===== config.mk =====
export PLATFORM = sky130hd
export DESIGN_NAME = tick_scheduler
export DESIGN_NICKNAME = d
export VERILOG_FILES = /design/src/rtl/tick_scheduler_pkg.sv /design/src/rtl/tick_channel.sv /design/src/rtl/tick_scheduler.sv
export SDC_FILE = /design/constraint.sdc
export NUM_CORES = 1
export LEC_CHECK = 0
export BUFFER_PORTS_ARGS = -buffer_cell sky130_fd_sc_hd__buf_2
export CORE_MARGIN = 2
export CORE_UTILIZATION = 63
export CTS_CLUSTER_SIZE = 16
export DETAILED_ROUTE_END_ITERATION = 12
export MAX_ROUTING_LAYER = met4
export PLACE_DENSITY = 0.82
export SYNTH_ARGS = -nofsm -noshare
export SYNTH_HDL_FRONTEND = slang
export SYNTH_SLANG_ARGS = --single-unit
export TNS_END_PERCENT = 50

===== constraint.sdc =====
create_clock -name CLK -period 3.5 [get_ports CLK]
set_clock_uncertainty 0.15 [all_clocks]
set_input_delay 0.35 -clock CLK [delete_from_list [all_inputs] [get_ports CLK]]
set_output_delay 0.35 -clock CLK [all_outputs]
set_load 0.005 [all_outputs]

===== src/rtl/tick_scheduler_pkg.sv =====
// Shared definitions for the tick scheduler: defaults, command and FSM encodings.
package tick_scheduler_pkg;

  localparam int NCH_DEF = 4;
  localparam int W_DEF   = 27;

  typedef enum logic [1:0] {
    CMD_SET_PERIOD = 2'b00,
    CMD_START      = 2'b01,
    CMD_STOP       = 2'b10,
    CMD_SYNC_ALL   = 2'b11
  } cfg_cmd_e;

  typedef enum logic {
    ST_IDLE = 1'b0,
    ST_EXEC = 1'b1
  } cfg_state_e;

  // Channel-select width; a single channel still gets a 1-bit select.
  function automatic int ch_width(input int n);
    return (n > 1) ? $clog2(n) : 1;
  endfunction

endpackage


===== src/rtl/tick_channel.sv =====
// One tick channel: period/counter/run/clk_out state, reload and tick decode.
module tick_channel #(
  parameter int W = 27
) (
  input  logic         CLK,
  input  logic         rst_n,
  input  logic         set_period,
  input  logic         start,
  input  logic         sync,
  input  logic         stop,
  input  logic [W-1:0] period_in,
  output logic         tick,
  output logic         clk_out,
  output logic         running
);

  logic [W-1:0] period;
  logic [W-1:0] cnt;
  logic         run;
  logic         clk_q;
  logic         restart;

  // SYNC_ALL only restarts channels that are already running.
  assign restart = start | (sync & run);

  // Period register; a write coincident with a reload leaves the reload on the old value.
  always_ff @(posedge CLK or negedge rst_n) begin
    if (!rst_n)          period <= '0;
    else if (set_period) period <= period_in;
  end

  // Counter/run/clk_out: commands override the free-running reload path.
  always_ff @(posedge CLK or negedge rst_n) begin
    if (!rst_n) begin
      cnt   <= '0;
      run   <= 1'b0;
      clk_q <= 1'b0;
    end else if (restart) begin
      if (period != '0) begin
        cnt   <= period - W'(1);
        clk_q <= 1'b0;
        run   <= 1'b1;
      end else begin
        run   <= 1'b0;
      end
    end else if (stop) begin
      run <= 1'b0;
    end else if (run) begin
      if (cnt == '0) begin
        // A zero period stops the channel instead of wrapping the counter.
        if (period == '0) begin
          run <= 1'b0;
        end else begin
          cnt   <= period - W'(1);
          clk_q <= ~clk_q;
        end
      end else begin
        cnt <= cnt - W'(1);
      end
    end
  end

  assign tick    = run & (cnt == '0);
  assign clk_out = clk_q;
  assign running = run;

endmodule


===== src/rtl/tick_scheduler.sv =====
// Multi-channel tick scheduler: two-state config FSM feeding NCH tick channels.
module tick_scheduler
  import tick_scheduler_pkg::*;
#(
  parameter int NCH = NCH_DEF,
  parameter int W   = W_DEF,
  localparam int CW = ch_width(NCH)
) (
  input  logic           CLK,
  input  logic           rst_n,
  input  logic           cfg_valid,
  output logic           cfg_ready,
  input  logic [1:0]     cfg_cmd,
  input  logic [CW-1:0]  cfg_ch,
  input  logic [W-1:0]   cfg_period,
  output logic [NCH-1:0] tick,
  output logic [NCH-1:0] clk_out,
  output logic [NCH-1:0] running
);

  cfg_state_e    state, state_nxt;
  cfg_cmd_e      cmd_q;
  logic [CW-1:0] ch_q;
  logic [W-1:0]  period_q;
  logic          accept;
  logic          exec;

  assign cfg_ready = (state == ST_IDLE);
  assign accept    = cfg_valid & cfg_ready;
  assign exec      = (state == ST_EXEC);

  // FSM state register; reset drops any captured-but-unexecuted command.
  always_ff @(posedge CLK or negedge rst_n) begin
    if (!rst_n) state <= ST_IDLE;
    else        state <= state_nxt;
  end

  // Next state: accept in IDLE, execute for exactly one cycle.
  always_comb begin
    state_nxt = state;
    case (state)
      ST_IDLE: if (cfg_valid) state_nxt = ST_EXEC;
      ST_EXEC: state_nxt = ST_IDLE;
      default: state_nxt = ST_IDLE;
    endcase
  end

  // Capture the request on handshake so inputs need not be held.
  always_ff @(posedge CLK or negedge rst_n) begin
    if (!rst_n) begin
      cmd_q    <= CMD_SET_PERIOD;
      ch_q     <= '0;
      period_q <= '0;
    end else if (accept) begin
      cmd_q    <= cfg_cmd_e'(cfg_cmd);
      ch_q     <= cfg_ch;
      period_q <= cfg_period;
    end
  end

  for (genvar g = 0; g < NCH; g++) begin : g_ch
    logic hit;
    assign hit = (ch_q == CW'(g));

    tick_channel #(.W(W)) u_ch (
      .CLK        (CLK),
      .rst_n      (rst_n),
      .set_period (exec && cmd_q == CMD_SET_PERIOD && hit),
      .start      (exec && cmd_q == CMD_START && hit),
      .sync       (exec && cmd_q == CMD_SYNC_ALL),
      .stop       (exec && cmd_q == CMD_STOP && hit),
      .period_in  (period_q),
      .tick       (tick[g]),
      .clk_out    (clk_out[g]),
      .running    (running[g])
    );
  end

endmodule


Word level (Yosys, flattened, before mapping)
Cells that the tools add are included.

word-level totals
  register bits = 256

cells by class
  reductions and logical operators = 46
  equal/unequal tests = 22
  add/subtract/negate cells = 8
  mux-type cells = 74
  bitwise logic cells = 18

operator list
  operator                                                                 number
  27-bit two-way mux                                                       24
  27-bit zero test                                                         8
  27-bit by 1-bit subtractor with 27-bit output, second input constant     8
  27-bit nonzero test                                                      4
  1-bit two-way mux                                                        49
  5-bit AND reduction                                                      4
  1-bit logical AND                                                        16
  2-bit inequality test, second input constant                             8
  4-bit AND reduction                                                      4
  2-bit nonzero test                                                       8
  3-bit by 2-bit inequality test with 1-bit output, second input constant  4
  1-bit bitwise AND                                                        9
  2-bit equality test, second input constant                               4
  2-bit by 1-bit inequality test with 1-bit output, second input constant  4
  1-bit NOT                                                                5
  2-bit by 1-bit equality test with 1-bit output, second input constant    2
  2-bit zero test                                                          2
  1-bit OR                                                                 4
  1-bit one-hot mux with 2 select lines                                    1

Longest topological paths before layout
  depth after elaboration = 6
  depth in mapped cells = 11

Modules after synthesis
A second synthesis with hierarchy kept.

second synthesis, totals
  cells, all modules = 1569
  area total of the unflattened synthesis = 15006.9 um2

by module, submodules not included
  module                            area each (um2)  cells an instance  times used
  tick_channel at g_ch[0].u_ch ...  3370.7           371                2
  tick_channel at g_ch[3].u_ch      3419.5           365                1
  tick_channel at g_ch[2].u_ch      3383.2           370                1
  tick_scheduler                    1462.7           92                 1

Least setup slack after synthesis
No wires, ideal clock.

  kind = register -> register
  start point = register g_ch[0].u_ch.period[0]
  end point = register g_ch[0].u_ch.cnt[24]
  arrival = 2.658 ns
  buffers on the path = 2
  slack = 0.544 ns
  data required time = 3.201 ns
  stages on the path, launching flop included = 12
  period minus slack after synthesis = 2.956 ns
  cells stage by stage = dfrtp_1 -> inv_1 -> ha_1 -> nor3b_1 -> nand3_1 -> nor4b_1 -> a21o_1 -> buf_2 -> inv_1 -> buf_2 -> a21oi_1 -> a311oi_1

between the ends
  word-level cells in the longest chain between the ends = 6
  elaborated cells between the ends (all ways) = 12
  classes of those cells = 1 x add/sub; 2 x eq/ne; 6 x mux; 3 x reduce/logical

ends and longest elaborated chain
  item                                           RTL line                                RTL
  start: declaration                             tick_channel.sv:17                      logic [W-1:0] period;
  start signal: assignment                       tick_channel.sv:29                      else if (set_period) period <= period_in;
  27-bit by 1-bit subtractor with 27-bit output  tick_channel.sv:40, tick_channel.sv:54
  27-bit two-way mux                             tick_channel.sv:51                      if (period == '0) begin
  27-bit two-way mux                             tick_channel.sv:49                      if (cnt == '0) begin
  27-bit two-way mux                             tick_channel.sv:48                      end else if (run) begin
  27-bit two-way mux                             tick_channel.sv:46                      end else if (stop) begin
  27-bit two-way mux                             tick_channel.sv:38                      end else if (restart) begin
  end signal: assignment                         tick_channel.sv:40                      cnt <= period - W'(1);
  end signal: assignment                         tick_channel.sv:54                      cnt <= period - W'(1);
  end signal: assignment                         tick_channel.sv:58                      cnt <= cnt - W'(1);
  end: declaration                               tick_channel.sv:18                      logic [W-1:0] cnt;

Parallel ways exist; a longest one is shown, timed or not. The select of a mux whose other input is x is not followed.
A chain may end at the register's enable or synchronous reset.

Worst setup path in the final report
  start point = register g_ch[1].u_ch.period[0]
  end point = register g_ch[1].u_ch.cnt[17]

between the ends
  word-level cells in the longest chain between the ends = 6
  elaborated cells between the ends (all ways) = 12
  classes of those cells = 1 x add/sub; 2 x eq/ne; 6 x mux; 3 x reduce/logical

ends and longest elaborated chain
  item                                           RTL line
  start: declaration                             tick_channel.sv:17
  start signal: assignment                       tick_channel.sv:29
  27-bit by 1-bit subtractor with 27-bit output  tick_channel.sv:40, tick_channel.sv:54
  27-bit two-way mux                             tick_channel.sv:51
  27-bit two-way mux                             tick_channel.sv:49
  27-bit two-way mux                             tick_channel.sv:48
  27-bit two-way mux                             tick_channel.sv:46
  27-bit two-way mux                             tick_channel.sv:38
  end signal: assignment                         tick_channel.sv:40
  end signal: assignment                         tick_channel.sv:54
  end signal: assignment                         tick_channel.sv:58
  end: declaration                               tick_channel.sv:18

Parallel ways exist; a longest one is shown, timed or not. The select of a mux whose other input is x is not followed.

==> run metrics <==
status completed; EDFF count, synth 0; Tmin final around 3.4 ns; Worst-Skew Late Latency 0.55 ns; DR WL/cell 21.69 µm; PwrDens about 850 nW/µm²; setup_tns 0 ns; Area Overhead vs Synth 13.50%; Setup crit start kind flop; DR vias 12.65k; Peak Freq roughly 300 MHz; final worst setup slack around 0.12 ns; Post-Syn Instances roughly 1.5k; #FFs+latches synth roughly 260; post-synth cell types 76; FF-to-FF Start g_ch[1].u_ch.period[0]; CP Capture Type flop; Final Hold Fails 0; CTS buffer count 28; Post-DP HPWL around 27000 µm; Post-CTS Resized 0; top post-synthesis cells by area dfrtp_1 44%, mux2_2 11%, nor2_1 3.3%; Leak Pwr approximately 0.0067 µW; warnings from Yosys 0; io pins between 40 and 50; via/cell ratio a little under 7; share of the synthesized area in the top cell type a little over two fifths; FP Rows 55; R2R depth 8; largest net degree at the start of global routing between 100 and 150; critical-path cell list inv_1 > ha_1 > nor3b_1 > nand4b_1 > or4_1 > nand3_1 > o22ai_1 > a31o_2; post-synth top area cell dfrtp_1; post-CTS setup buffer count 0; die width around 160 µm; fraction of the yosys area taken by sequential cells 43.97%; Cells after DPL between 1.5k and 2k; core area between 20000 and 25000 µm²; Data arrival, critical path approximately 3.7 ns; DRC viols 0; Peak supply drop 0.0005844 V; GRT Util Overall roughly a third; remaining antenna violation count after routing 0; critical path peak fanout 11; Hold Crit Class input pin to flop; max_slew headroom 41.41%; setup violators final 0; r2r endpoint g_ch[1].u_ch.cnt[17]; r2r setup slk 0.12 ns; Clock Sinks between 200 and 300; maximum clock path buffer count 3; Routed WL approximately 40000 µm; FFs w/ async S/R, synth 100.0%; initial antenna violation count 3; Critical Path RT around 3.8 ns; synthesized area per cell roughly 10 µm²; Max stage delay on crit path between 0.7 and 0.8 ns; H-tree levels 1; hold path startpoint cfg_valid; Setup WS pre-CTS roughly 0.2 ns; root buf cell clkbuf_16; WHS between 0.15 and 0.2 ns; most common cell in the netlist dfrtp_1; Cell Area, Synth ~15000 µm²; post-route insts no fill approximately 1.9k; Tcrit/Tclk final 96.50%; Detailed Routing Iterations Pass 1 6; gpl congestion between 0.9 and 1; Starting DRT DRC Count roughly 1.3k; Die H ~160 µm; leading register cell type out of synthesis dfrtp_1; Worst Tran Pin Value 0.8789 ns; fillcell total roughly 1.6k; Die Area 24360 µm²; final net count about 1.6k; Synth Net Count 1511; CP max-delay cell or4_1; RSZ-0062 raised after global routing false; worst setup path class flop to flop; Synth top cells by count 256 x dfrtp_1, 136 x mux2_2, 130 x nor2_1; total grt overflow 0; max-slew violations 0; port bufs between 40 and 50; hold path endpoint period_q[4]; max-cap violations 0; CTS tree done; first-pass GRT wire length between 60000 and 70000 µm; clock-pin transition on the worst setup and hold timing paths around 0.060 ns; Layout Utilization approximately 73%; Register Area about 6400 µm²; Worst Hold Depth 3; vias in the first global route 12.30k; area of the multi-input gates approximately 7700 µm²; layout cell share with drive strength beyond 1 20.88%; initial core utilization ~64%
## worst max-delay path by stage
| stage | from | endpoint | slack [ns] |
|---|---|---|---|
| after CTS | g_ch[1].u_ch.period[0] | g_ch[1].u_ch.cnt[17] | 0.17 |
| final | g_ch[1].u_ch.period[0] | g_ch[1].u_ch.cnt[17] | 0.12 |
| after global placement | g_ch[2].u_ch.cnt[8] | g_ch[2].u_ch.cnt[4] | 0.42 |
| after detailed placement | g_ch[1].u_ch.period[0] | g_ch[1].u_ch.cnt[17] | 0.21 |
| after global routing | g_ch[1].u_ch.period[0] | g_ch[1].u_ch.cnt[17] | 0.0002 |
| after floorplan | g_ch[0].u_ch.period[0] | g_ch[0].u_ch.cnt[24] | 0.54 |
## kinds of logic (layout without fill, tap and decap cells)
| kind of cell | count (synthesis) | count (layout) | synth area share [%] |
|---|---|---|---|
| xor+xnor | 90 | 90 | 5.410 |
| buf+inv | 114 | 220 | 3.529 |
| mux | 138 | 138 | 10.65 |
| compound gates | 325 | 325 | 16.06 |
| flops | 256 | 256 | 43.97 |
| fa+ha+maj | 12 | 12 | 1.030 |
| simple gates | 530 | 530 | 19.36 |
| other cells | 0 | 3 | 0 |
## stage by stage
| step | cell area [µm²] | power (µW) |
|---|---|---|
| 6_report | 16540 | 13980 |
| 3_3_place_gp | 15220 | 10380 |
| 5_1_grt | 16530 | 14770 |
| 4_1_cts | 16530 | 13860 |
| 2_1_floorplan | 14570 | 9095 |
| 3_5_place_dp | 15220 | 10620 |
## sequential cells by signal, summed over array words and instances, names as in the netlist
| signal | count |
|---|---|
| g_ch.u_ch.running | 4 |
| g_ch.u_ch.clk_out | 4 |
| exec | 1 |
| ch_q | 2 |
| cmd_q | 2 |
| g_ch.u_ch.period | 108 |
| period_q | 27 |
| g_ch.u_ch.cnt | 108 |
## what timing repair did
action | 4_1_cts | 5_1_grt
hold endpoints to repair | 130 | 0
hold buffers | 32 | 0
endpoints found under the setup margin | 0 | 2
## layout make-up
type                            instances  share of cell area, %
Antenna cell                            3                0.04540
Clock buffer                           42                  5.228
Clock inverter                         10                 0.7717
Inverter                               36                 0.8171
Multi-Input combinational cell       1095                  46.33
Sequential cell                       256                  38.74
Tap cell                              285                  2.156
Timing Repair Buffer                  132                  5.917
## critical path: cells and delay by family (launching register included)
kind	cells	cell delay, ns
AOI/OAI and AO/OA	2	0.34
adders and majority gates	1	0.19
buffers and inverters	1	0.10
DFF	1	0.40
and+or+nand+nor	4	2.09
## layout by cell type (no fill, tap or decap), types with 10 or more instances in the layout
master         synthesis  routed
a21oi_1               58      58
a22oi_1               14      14
a32o_1                15      15
a32oi_1               20      20
and3_1                10      10
buf_2                 12      45
buf_4                 15      53
clkbuf_16              0      29
dfrtp_1              256     256
dlygate4sd3_1          0      32
ha_1                  12      12
inv_1                 33      33
mux2_2               136     136
nand2_1               77      77
nand3_1               44      44
nand4_1               21      21
nor2_1               130     130
nor3_1                72      72
nor4_1                57      57
nor4b_1               10      10
o21ai_0               64      63
o22a_1                28      28
o22ai_1               11      11
o31a_1                10      10
or3_1                 22      22
or4_1                 21      21
xnor2_1               49      49
xor2_1                41      41
## report_power, final
part           switching [µW]  leakage [µW]  internal [µW]
combinational            2540       0.00309           2270
sequential               1770       0.00313           4250
clock                    1230      0.000493           1920
total                    5540       0.00672           8440
## layer usage
metal	global-route usage, %	vias to the layer above	routed length (µm)
met3	6.194	123	3162
met1	43.93	6227	16230
met2	55.27	588	19510
met5	-	-	0
li1	-	5708	-
met4	12.71	0	1419
No activity file was read; power rests on OpenSTA's default activity.
